## config.mk

```make
export PLATFORM = sky130hd
export DESIGN_NAME = interval_calc
export DESIGN_NICKNAME = d
export VERILOG_FILES = /design/src/rtl/tdc_pkg.sv /design/src/rtl/coarse_counter.sv /design/src/rtl/interval_calc.sv
export SDC_FILE = /design/constraint.sdc
export NUM_CORES = 1
export LEC_CHECK = 0
export BUFFER_PORTS_ARGS = -buffer_cell sky130_fd_sc_hd__buf_2
export CAP_MARGIN = 20
export CORE_AREA = 2 2 118 120
export DETAILED_ROUTE_END_ITERATION = 12
export DIE_AREA = 0 0 120 122
export GPL_ROUTABILITY_DRIVEN = 0
export PLACE_DENSITY = 0.78
export SLEW_MARGIN = 20
export SYNTH_ARGS = -nofsm -noshare
export SYNTH_HDL_FRONTEND = slang
export SYNTH_HIERARCHICAL = 1
export SYNTH_SLANG_ARGS = --single-unit
```

## constraint.sdc

```tcl
create_clock -name wClk -period 4.7 [get_ports wClk]
set_input_delay 0.94 -clock wClk [delete_from_list [all_inputs] [get_ports wClk]]
set_output_delay 0.94 -clock wClk [all_outputs]
set_load 0.02 [all_outputs]
```

## src/rtl/tdc_pkg.sv

```systemverilog
// Shared definitions for the TDC interval path: FSM state encoding, flag bit
// positions and the signed interval width derived from the coarse/fine widths.
package tdc_pkg;

  typedef enum logic [1:0] {
    IDLE  = 2'd0,
    ARMED = 2'd1,
    CALC  = 2'd2,
    HOLD  = 2'd3
  } state_t;

  localparam int FLAG_TIMEOUT = 0;
  localparam int FLAG_BADBIN  = 1;
  localparam int FLAGS_W      = 2;

  // One extra bit so start_bin - stop_bin can go negative at zero coarse difference.
  function automatic int interval_width(input int bits_coarse, input int bits_deco);
    return bits_coarse + bits_deco + 1;
  endfunction

  localparam int INTERVAL_W = interval_width(16, 8);

endpackage

```

## src/rtl/coarse_counter.sv

```systemverilog
// Free-running coarse time base, wraps modulo 2^BITS_COARSE.
// Latency: count visible the cycle after reset release; no backpressure.
module coarse_counter #(
  parameter int BITS_COARSE = 16
) (
  input  logic                   wClk,
  input  logic                   wRst,
  output logic [BITS_COARSE-1:0] wCount
);

  always_ff @(posedge wClk or posedge wRst) begin
    if (wRst) wCount <= '0;
    else      wCount <= wCount + BITS_COARSE'(1);
  end

endmodule

```

## src/rtl/interval_calc.sv

```systemverilog
// Start/stop interval: coarse difference * BINS_PER_CLK + start_bin - stop_bin; valid 2 cycles after stop,
// held until wReady (hits meanwhile dropped). INTERVAL_CALC_DROP_CNT_EN adds the wDropCnt dropped-hit counter.
module interval_calc
  import tdc_pkg::*;
#(
  parameter int BITS_DECO    = 8,
  parameter int BITS_COARSE  = 16,
  parameter int BINS_PER_CLK = 100,
  parameter int MAX_CYCLES   = 1000
) (
  input  logic                           wClk,
  input  logic                           wRst,
  input  logic                           wStartHit,
  input  logic [BITS_DECO-1:0]           wStartBin,
  input  logic                           wStopHit,
  input  logic [BITS_DECO-1:0]           wStopBin,
  output logic                           wValid,
  input  logic                           wReady,
  output logic [BITS_COARSE+BITS_DECO:0] wInterval,
  output logic [1:0]                     wFlags
`ifdef INTERVAL_CALC_DROP_CNT_EN
  ,
  output logic [15:0]                    wDropCnt
`endif
);

  localparam int IW = interval_width(BITS_COARSE, BITS_DECO);
  localparam int TW = (MAX_CYCLES > 1) ? $clog2(MAX_CYCLES) : 1;

  logic [1:0]             rst_sync;
  logic                   rst_i;
  logic [BITS_COARSE-1:0] coarse;
  logic [BITS_COARSE-1:0] start_c;
  logic [BITS_COARSE-1:0] stop_c;
  logic [BITS_COARSE-1:0] diff;
  logic [BITS_DECO-1:0]   start_bin;
  logic [BITS_DECO-1:0]   stop_bin;
  logic [TW-1:0]          timer;
  logic                   timeout;
  logic [IW-1:0]          calc;
  state_t                 state;

  // Assert immediately, release two clean edges later.
  always_ff @(posedge wClk or posedge wRst) begin
    if (wRst) rst_sync <= 2'b11;
    else      rst_sync <= {rst_sync[0], 1'b0};
  end
  assign rst_i = rst_sync[1];

  coarse_counter #(
    .BITS_COARSE(BITS_COARSE)
  ) u_cnt (
    .wClk  (wClk),
    .wRst  (rst_i),
    .wCount(coarse)
  );

  // Unsigned subtraction in the counter width gives the wrapped difference for free.
  always_comb begin
    diff = stop_c - start_c;
    calc = IW'(diff) * IW'(BINS_PER_CLK) + IW'(start_bin) - IW'(stop_bin);
  end

  always_ff @(posedge wClk or posedge rst_i) begin
    if (rst_i) begin
      state     <= IDLE;
      start_c   <= '0;
      stop_c    <= '0;
      start_bin <= '0;
      stop_bin  <= '0;
      timer     <= '0;
      timeout   <= 1'b0;
      wValid    <= 1'b0;
      wInterval <= '0;
      wFlags    <= '0;
    end else begin
      case (state)
        IDLE: begin
          if (wStartHit) begin
            start_c   <= coarse;
            start_bin <= wStartBin;
            timer     <= '0;
            timeout   <= 1'b0;
            if (wStopHit) begin
              stop_c   <= coarse;
              stop_bin <= wStopBin;
              state    <= CALC;
            end else begin
              state <= ARMED;
            end
          end
        end
        ARMED: begin
          if (wStopHit) begin
            stop_c   <= coarse;
            stop_bin <= wStopBin;
            state    <= CALC;
          end else if (timer == TW'(MAX_CYCLES - 1)) begin
            timeout <= 1'b1;
            state   <= CALC;
          end else begin
            timer <= timer + TW'(1);
          end
        end
        CALC: begin
          wInterval            <= timeout ? '0 : calc;
          wFlags[FLAG_TIMEOUT] <= timeout;
          // On timeout no stop bin was latched, so only the start bin can be bad.
          wFlags[FLAG_BADBIN]  <= (start_bin == '0) || (!timeout && (stop_bin == '0));
          wValid               <= 1'b1;
          state                <= HOLD;
        end
        HOLD: begin
          if (wReady) begin
            wValid <= 1'b0;
            state  <= IDLE;
          end
        end
        default: state <= IDLE;
      endcase
    end
  end

`ifdef INTERVAL_CALC_DROP_CNT_EN
  logic        start_drop;
  logic        stop_drop;
  logic [1:0]  ndrop;
  logic [15:0] drop_cnt;

  // A lone stop in IDLE is ignored, not dropped, so it is not counted.
  always_comb begin
    start_drop = wStartHit && (state != IDLE);
    stop_drop  = wStopHit && ((state == CALC) || (state == HOLD));
    ndrop      = {1'b0, start_drop} + {1'b0, stop_drop};
  end

  always_ff @(posedge wClk or posedge rst_i) begin
    if (rst_i)                                 drop_cnt <= '0;
    else if (drop_cnt > 16'hFFFF - 16'(ndrop)) drop_cnt <= 16'hFFFF;
    else                                       drop_cnt <= drop_cnt + 16'(ndrop);
  end

  assign wDropCnt = drop_cnt;
`endif

endmodule
```

==> results of run 1 <==
[how the worst max path moves through the flow]
| stage | start | to | slack [ps] | depth (start not counted) |
|---|---|---|---|---|
| 2_1_floorplan | stop_c[0]$_DFFE_PP0P_ | wInterval[22]$_DFFE_PP0P_ | -990 | 30 |
| 3_3_place_gp | stop_c[0]$_DFFE_PP0P_ | wInterval[22]$_DFFE_PP0P_ | -1120 | 30 |
| 3_5_place_dp | stop_c[0]$_DFFE_PP0P_ | wInterval[23]$_DFFE_PP0P_ | -1450 | 33 |
| 4_1_cts | stop_c[0]$_DFFE_PP0P_ | wInterval[22]$_DFFE_PP0P_ | -1340 | 32 |
| 5_1_grt | stop_c[0]$_DFFE_PP0P_ | wInterval[21]$_DFFE_PP0P_ | -1960 | 31 |
| 6_report | stop_c[0]$_DFFE_PP0P_ | wInterval[22]$_DFFE_PP0P_ | -1690 | 34 |
[logic make-up (layout without fill, tap and decap cells)]
| kind of cell | count (synthesis) | in the layout |
|---|---|---|
| XOR/XNOR | 74 | 74 |
| buffers and inverters | 135 | 359 |
| AND/OR/NAND/NOR | 161 | 161 |
| AO/OA/AOI/OAI | 154 | 154 |
| adder cells (fa/ha/maj) | 116 | 116 |
| multiplexers | 52 | 52 |
| other | 1 | 1 |
| flip-flops | 107 | 107 |
[metrics by stage]
step           util [%]  setup slack, ps  TNS [ps]  area, um^2  hold slack [ps]
4_1_cts           76.42            -1336    -13560       10320            321.1
6_report          80.70            -1694    -19730       10900            296.3
2_1_floorplan         -           -992.1     -7710        8184            268.2
3_5_place_dp      70.87            -1449    -14930        9570            308.2
3_3_place_gp      70.87            -1122    -11720        9570            296.2
5_1_grt           80.70            -1960    -22500       10900            349.8
[routing by layer]
metal | global-route usage (%) | vias to the layer above | part of all wire, %
met3 | 4.588 | 157 | 5.6
li1 | - | 3211 | -
met2 | 51.10 | 354 | 51
met4 | 12.65 | 0 | 7.2
met1 | 32.40 | 3486 | 36
met5 | 0 | - | 0
[worst max-delay path: cells and delay by family (launching register included)]
kind / cells / cell delay, ps
AOI/OAI and AO/OA: 14 / 2300
adders and majority gates: 7 / 2050
DFF: 1 / 410
xor gates and xnor gates: 2 / 280
buffers and inverters: 8 / 740
and+or+nand+nor: 3 / 470
[cell type report]
class	count	area, um^2	area share (%)
clock inverter	6	57.56	0.5281
timing repair buffer	219	1584	14.53
clock buffer	10	239.0	2.193
sequential	107	2680	24.59
tap	180	225.2	2.067
multi-input combinational	558	5645	51.80
inverter	124	466.7	4.282
[Yosys cell counts (11+ instances only)]
cell     count  area share [%]
dfrtp_1    105              33
nor2_1      35             1.7
mux2_2      49             7.0
xor2_1      33             3.6
o21ai_0     26             1.6
nand2_1     35             1.7
ha_1        98              15
a21oi_1     36             2.3
xnor2_1     41             4.5
fa_1        18             4.5
nand3_1     20             1.3
a21o_1      11             1.0
nor3_1      17             1.1
inv_1      123             5.8
a22o_1      14             1.5
[state kept, by name, summed over array words and instances (netlist names)]
name          cells
state             2
stop_bin          8
start_c          16
rst_sync          2
wValid            1
stop_c           16
start_bin         8
wFlags            2
u_cnt/wCount     16
timeout           1
wInterval        25
timer            10
[timing repair]
item,CTS,global route
endpoints found under the setup margin,16,17
buffers inserted,20,26
gates resized for setup,64,76
pin swaps,40,57
==> out/metrics.yaml, run 1 <==
placed_design:
  dp.cells: 1145
  io_buffers: 48
  dp_hpwl_mm: 13.76
run:
  drv_cap: 0
routing:
  drt_iter0_markers: 678
  drc: 0
  vias_per_cell: 5.987
  dr.pass1.iters: 6
  vias: 7208
  routed_wl_mm: 25.04
  ant_nets: 0
  wl_per_cell_um: 20.80
setup_path:
  regToRegEndpoint: "wInterval[22]$_DFFE_PP0P_"
  slowest_stage: "fa_1"
  cp.required_ps: 4970
  cp_data_arrival_time_ps: 6660
  critPathCaptureType: "flop"
  r2r_slack_ps: -1690
  cp-start-kind: "flop"
  critPathMaxStageDelay_ps: 540
  crit_top_cell: "ha_4"
  critPathKind: "reg -> reg"
  r2r_cells: 34
  rr_startpoint: "stop_c[0]$_DFFE_PP0P_"
  critical_path_peak_fanout: 4
floorplanning:
  die_y_um: 122
  pin_count: 49
  dieArea_um2: 14640
  rows: 43
  start_util_pct: 58.65
  core_area_um2: 13500
  chipWidth_um: 120
clocking:
  cts_buffers: 9
  ctsHoldBuffers: 0
  clock_sinks: 107
  clock_path_buffers: 2
  clkLatencyLatePin_ps: 380
  cts-root-buf: "clkbuf_16"
  cts_tree: "yes"
  clk_pin_slew_ps: 80
  h-tree-depth: 3
yosys:
  synth_compound_area_share_pct: 13.60
  yosys-mux-area-fraction_pct: 7.346
  synthCells: 800
  synth-adder-area-share_pct: 20.03
  synth_area_um2: 7920
  yosys.area_share.xor_xnor_pct: 8.183
  avgSynthCellArea_um2: 9.900
  synth_top_family_by_area: "adder cells"
  ys_ff_latch: 107
  ys_async_sr_fraction_pct: 100.0
  yosysWarningCount: 6
  syn_nets: 937
  yosys.cell_types.count: 69
  synth_edf_count: 0
  yosys.area_share.simple_pct: 10.55
  ys.flop_type: "dfrtp_1"
  ys_seq_area_share_pct: 33.84
grt:
  overflow: 0
  antenna_found_initial: 0
  first_global_vias: 7087
  grt_max_degree: 59
  grt.total_usage_pct: 28.07
  grt_pass1_wl_mm: 32.95
cells_and_area:
  fillers: 712
  fin_nets: 1156
  syn2layout_area_growth_pct: 37.60
  layout_common_cells: "buf_4 (156), dfrtp_1 (105), inv_1 (102), ha_1 (70), mux2_2 (49)"
  drive_above_1_share_pct: 42.68
  antenna_cells: 0
  final_common_cell: "buf_4"
  final_cells: 1204
sta:
  relSlewSlack_pct: 24.18
  hold_viol: 0
  period_needed_ps: 6394
  tightestPinTransition_ps: 1133
  fin_crit_sh_pct: 136.0
  maxSlewViolCount: 0
  setup_viol_count_final: 17
  fin_skew_ps: 15.43
  setup_ws_ps: -1694
  max_clock_freq_ghz: 0.1564
  rsz0062_at_grt: "true"
status:
  status: "finished with violations"
  violations: "negative setup slack"
worst_hold_path:
  hold_class: "reg -> async"
Power of run 1 is left out: the tool's default activity adds up to more than one toggle a clock period on the data nets, which glitch-free logic cannot reach.
==> inputs of run 2 (changes only) <==
--- a/config.mk
+++ b/config.mk
@@ -7,9 +7,9 @@
 export LEC_CHECK = 0
 export BUFFER_PORTS_ARGS = -buffer_cell sky130_fd_sc_hd__buf_2
 export CAP_MARGIN = 20
-export CORE_AREA = 2 2 118 120
+export CORE_AREA = 2 2 101 141
 export DETAILED_ROUTE_END_ITERATION = 12
-export DIE_AREA = 0 0 120 122
+export DIE_AREA = 0 0 103 143
 export GPL_ROUTABILITY_DRIVEN = 0
 export PLACE_DENSITY = 0.78
 export SLEW_MARGIN = 20
==> run 2 against run 1 <==
Net effect:
- the run still ends with negative setup slack left
- clock-buffer cell count unchanged
- hold slack lost 27 ps
- flip-flop and latch count did not move
- maximum frequency down 11%
- cell area up 0.94%
- core utilization up 1.5 points
- critical path type unchanged
==> out/metrics.yaml, run 2 (synthesized netlist as in run 1, its figures left out) <==
setup_path:
  r2r_slack_ps: -2480  # was -1690 ps
  critPathMaxStageDelay_ps: 670  # was 540 ps
  cp-start-kind: "flop"  # unchanged
  cp.required_ps: 4960  # was 4970 ps
  slowest_stage: "fa_1"  # unchanged
  critPathCaptureType: "flop"  # unchanged
  cp_data_arrival_time_ps: 7450  # was 6660 ps
  critPathKind: "reg -> reg"  # unchanged
  critical_path_peak_fanout: 4  # unchanged
  crit_top_cell: "inv_1"  # was ha_4
routing:
  dr.pass1.iters: 7  # was 6
  wl_per_cell_um: 23.53  # was 20.80 um
  vias: 7613  # was 7208
  routed_wl_mm: 28.35  # was 25.04 mm
  drc: 0  # unchanged
  ant_nets: 0  # unchanged
  vias_per_cell: 6.318  # was 5.987
  drt_iter0_markers: 603  # was 678
sta:
  rsz0062_at_grt: "true"  # unchanged
  fin_skew_ps: 14.11  # was 15.43 ps
  tns_ps: -26050  # was -19730 ps
  hold_viol: 0  # unchanged
  setup_viol_count_final: 16  # was 17
  max_clock_freq_ghz: 0.1392  # was 0.1564 GHz
  relSlewSlack_pct: 25.60  # was 24.18%
  tightestPinTransition_ps: 1113  # was 1133 ps
  maxSlewViolCount: 0  # unchanged
  fin_crit_sh_pct: 152.8  # was 136.0%
  period_needed_ps: 7184  # was 6394 ps
  whs_ps: 269.6  # was 296.3 ps
  setup_ws_ps: -2484  # was -1694 ps
grt:
  first_global_vias: 7465  # was 7087
  grt_max_degree: 63  # was 59
  overflow: 0  # unchanged
  grt_pass1_wl_mm: 34.06  # was 32.95 mm
  grt.total_usage_pct: 29.44  # was 28.07%
  antenna_found_initial: 0  # unchanged
cells_and_area:
  syn2layout_area_growth_pct: 38.89  # was 37.60%
  antenna_cells: 0  # unchanged
  fin_util_pct: 82.17  # was 80.70%
  final_common_cell: "buf_4"  # unchanged
  multiInputGateArea_um2: 5761  # was 5645 um^2
  fin_area_um2: 11000  # was 10900 um^2
  top_register: "wInterval"  # unchanged
  fillers: 674  # was 712
  layout_common_cells: "buf_4 (156), dfrtp_1 (105), inv_1 (103), ha_1 (63), mux2_2 (49)"  # was buf_4 (156), dfrtp_1 (105), inv_1 (102), ha_1 (70), mux2_2 (49)
  largest_reg_flops: 25  # unchanged
  drive_above_1_share_pct: 43.11  # was 42.68%
  fin_nets: 1155  # was 1156
  final-seq-area_um2: 2680  # unchanged
floorplanning:
  die_y_um: 143  # was 122 um
  core_area_um2: 13390  # was 13500 um^2
  rows: 50  # was 43
  chipWidth_um: 103  # was 120 um
  dieArea_um2: 14730  # was 14640 um^2
  pin_count: 49  # unchanged
  start_util_pct: 59.16  # was 58.65%
clocking:
  clock_sinks: 107  # unchanged
  cts_buffers: 9  # unchanged
  ctsHoldBuffers: 0  # unchanged
  cts-root-buf: "clkbuf_16"  # unchanged
  clkLatencyLatePin_ps: 370  # was 380 ps
  h-tree-depth: 3  # unchanged
  clk_pin_slew_ps: 80  # about the same
  cts_tree: "yes"  # unchanged
  clock_path_buffers: 2  # unchanged
placed_design:
  dpl_cell_area_um2: 9600  # was 9570 um^2
  io_buffers: 48  # unchanged
  dp_hpwl_mm: 14.13  # was 13.76 mm
worst_hold_path:
  hold_class: "reg -> async"  # unchanged
status:
  violations: "negative setup slack"  # unchanged
  status: "finished with violations"  # unchanged
run:
  drv_cap: 0  # unchanged
## run 2: cell types whose count changed in the layout (fill, tap and decap cells not counted), sizes merged
cell,previous run,this run
clkinv,4,5
clkinvlp,1,0
buf,219,218
## run 2: final timing paths
path / from / endpoint / depth (start not counted)
worst min-delay path: rst_sync[1]$_DFF_PP1_ / start_c[12]$_DFFE_PP0P_ / 1
worst max register to register: stop_c[0]$_DFFE_PP0P_ / wInterval[19]$_DFFE_PP0P_ / 33
worst min register to register: rst_sync[1]$_DFF_PP1_ / start_c[12]$_DFFE_PP0P_ / 1
worst max-delay path: stop_c[0]$_DFFE_PP0P_ / wInterval[19]$_DFFE_PP0P_ / 33
max in group asynchronous: rst_sync[1]$_DFF_PP1_ / wValid$_DFFE_PP0P_ / 2
min in group wClk: rst_sync[0]$_DFF_PP1_ / rst_sync[1]$_DFF_PP1_ / 0
## run 2: critical path: cells and delay by family, from the launching register on
kind,cells,cell delay (ps)
AOI/OAI and AO/OA,9,1940
xor gates and xnor gates,3,500
buffers and inverters,7,870
and+or+nand+nor,7,870
adders and majority gates,7,2480
DFF,1,390
## run 2: what timing repair did
| action | CTS | global route |
|---|---|---|
| buffers inserted | 20 | 24 |
| cloned | 0 | 0 |
| setup endpoints to repair | 16 | 16 |
| pin swaps | 34 | 58 |
| gates resized for setup | 68 | 76 |
## run 2: through the flow
stage | std cells | setup slack [ps]
finish | 1205 | -2484
global route | 1205 | -2728
CTS | 1182 | -1387
detailed placement | 1149 | -1485
global placement | 1149 | -1263
floorplan | 800 | -992.1
## run 2: cell type report
type	instances	share of cell area (%)
clock inverters	6	0.5346
inverters	124	4.242
multi-input cells	558	52.37
repair buffers	218	14.34
well taps	182	2.070
flip-flops and latches	107	24.36
clock buffers	10	2.081
## run 2: routing by layer
layer,up-vias,GRT usage (%),share of wire [%]
met5,-,0,0
met3,208,5.482,6.9
met2,453,54.89,51
met4,0,17.24,8.0
li1,3204,-,-
met1,3748,29.47,34
Power of run 2 is left out for the same reason.
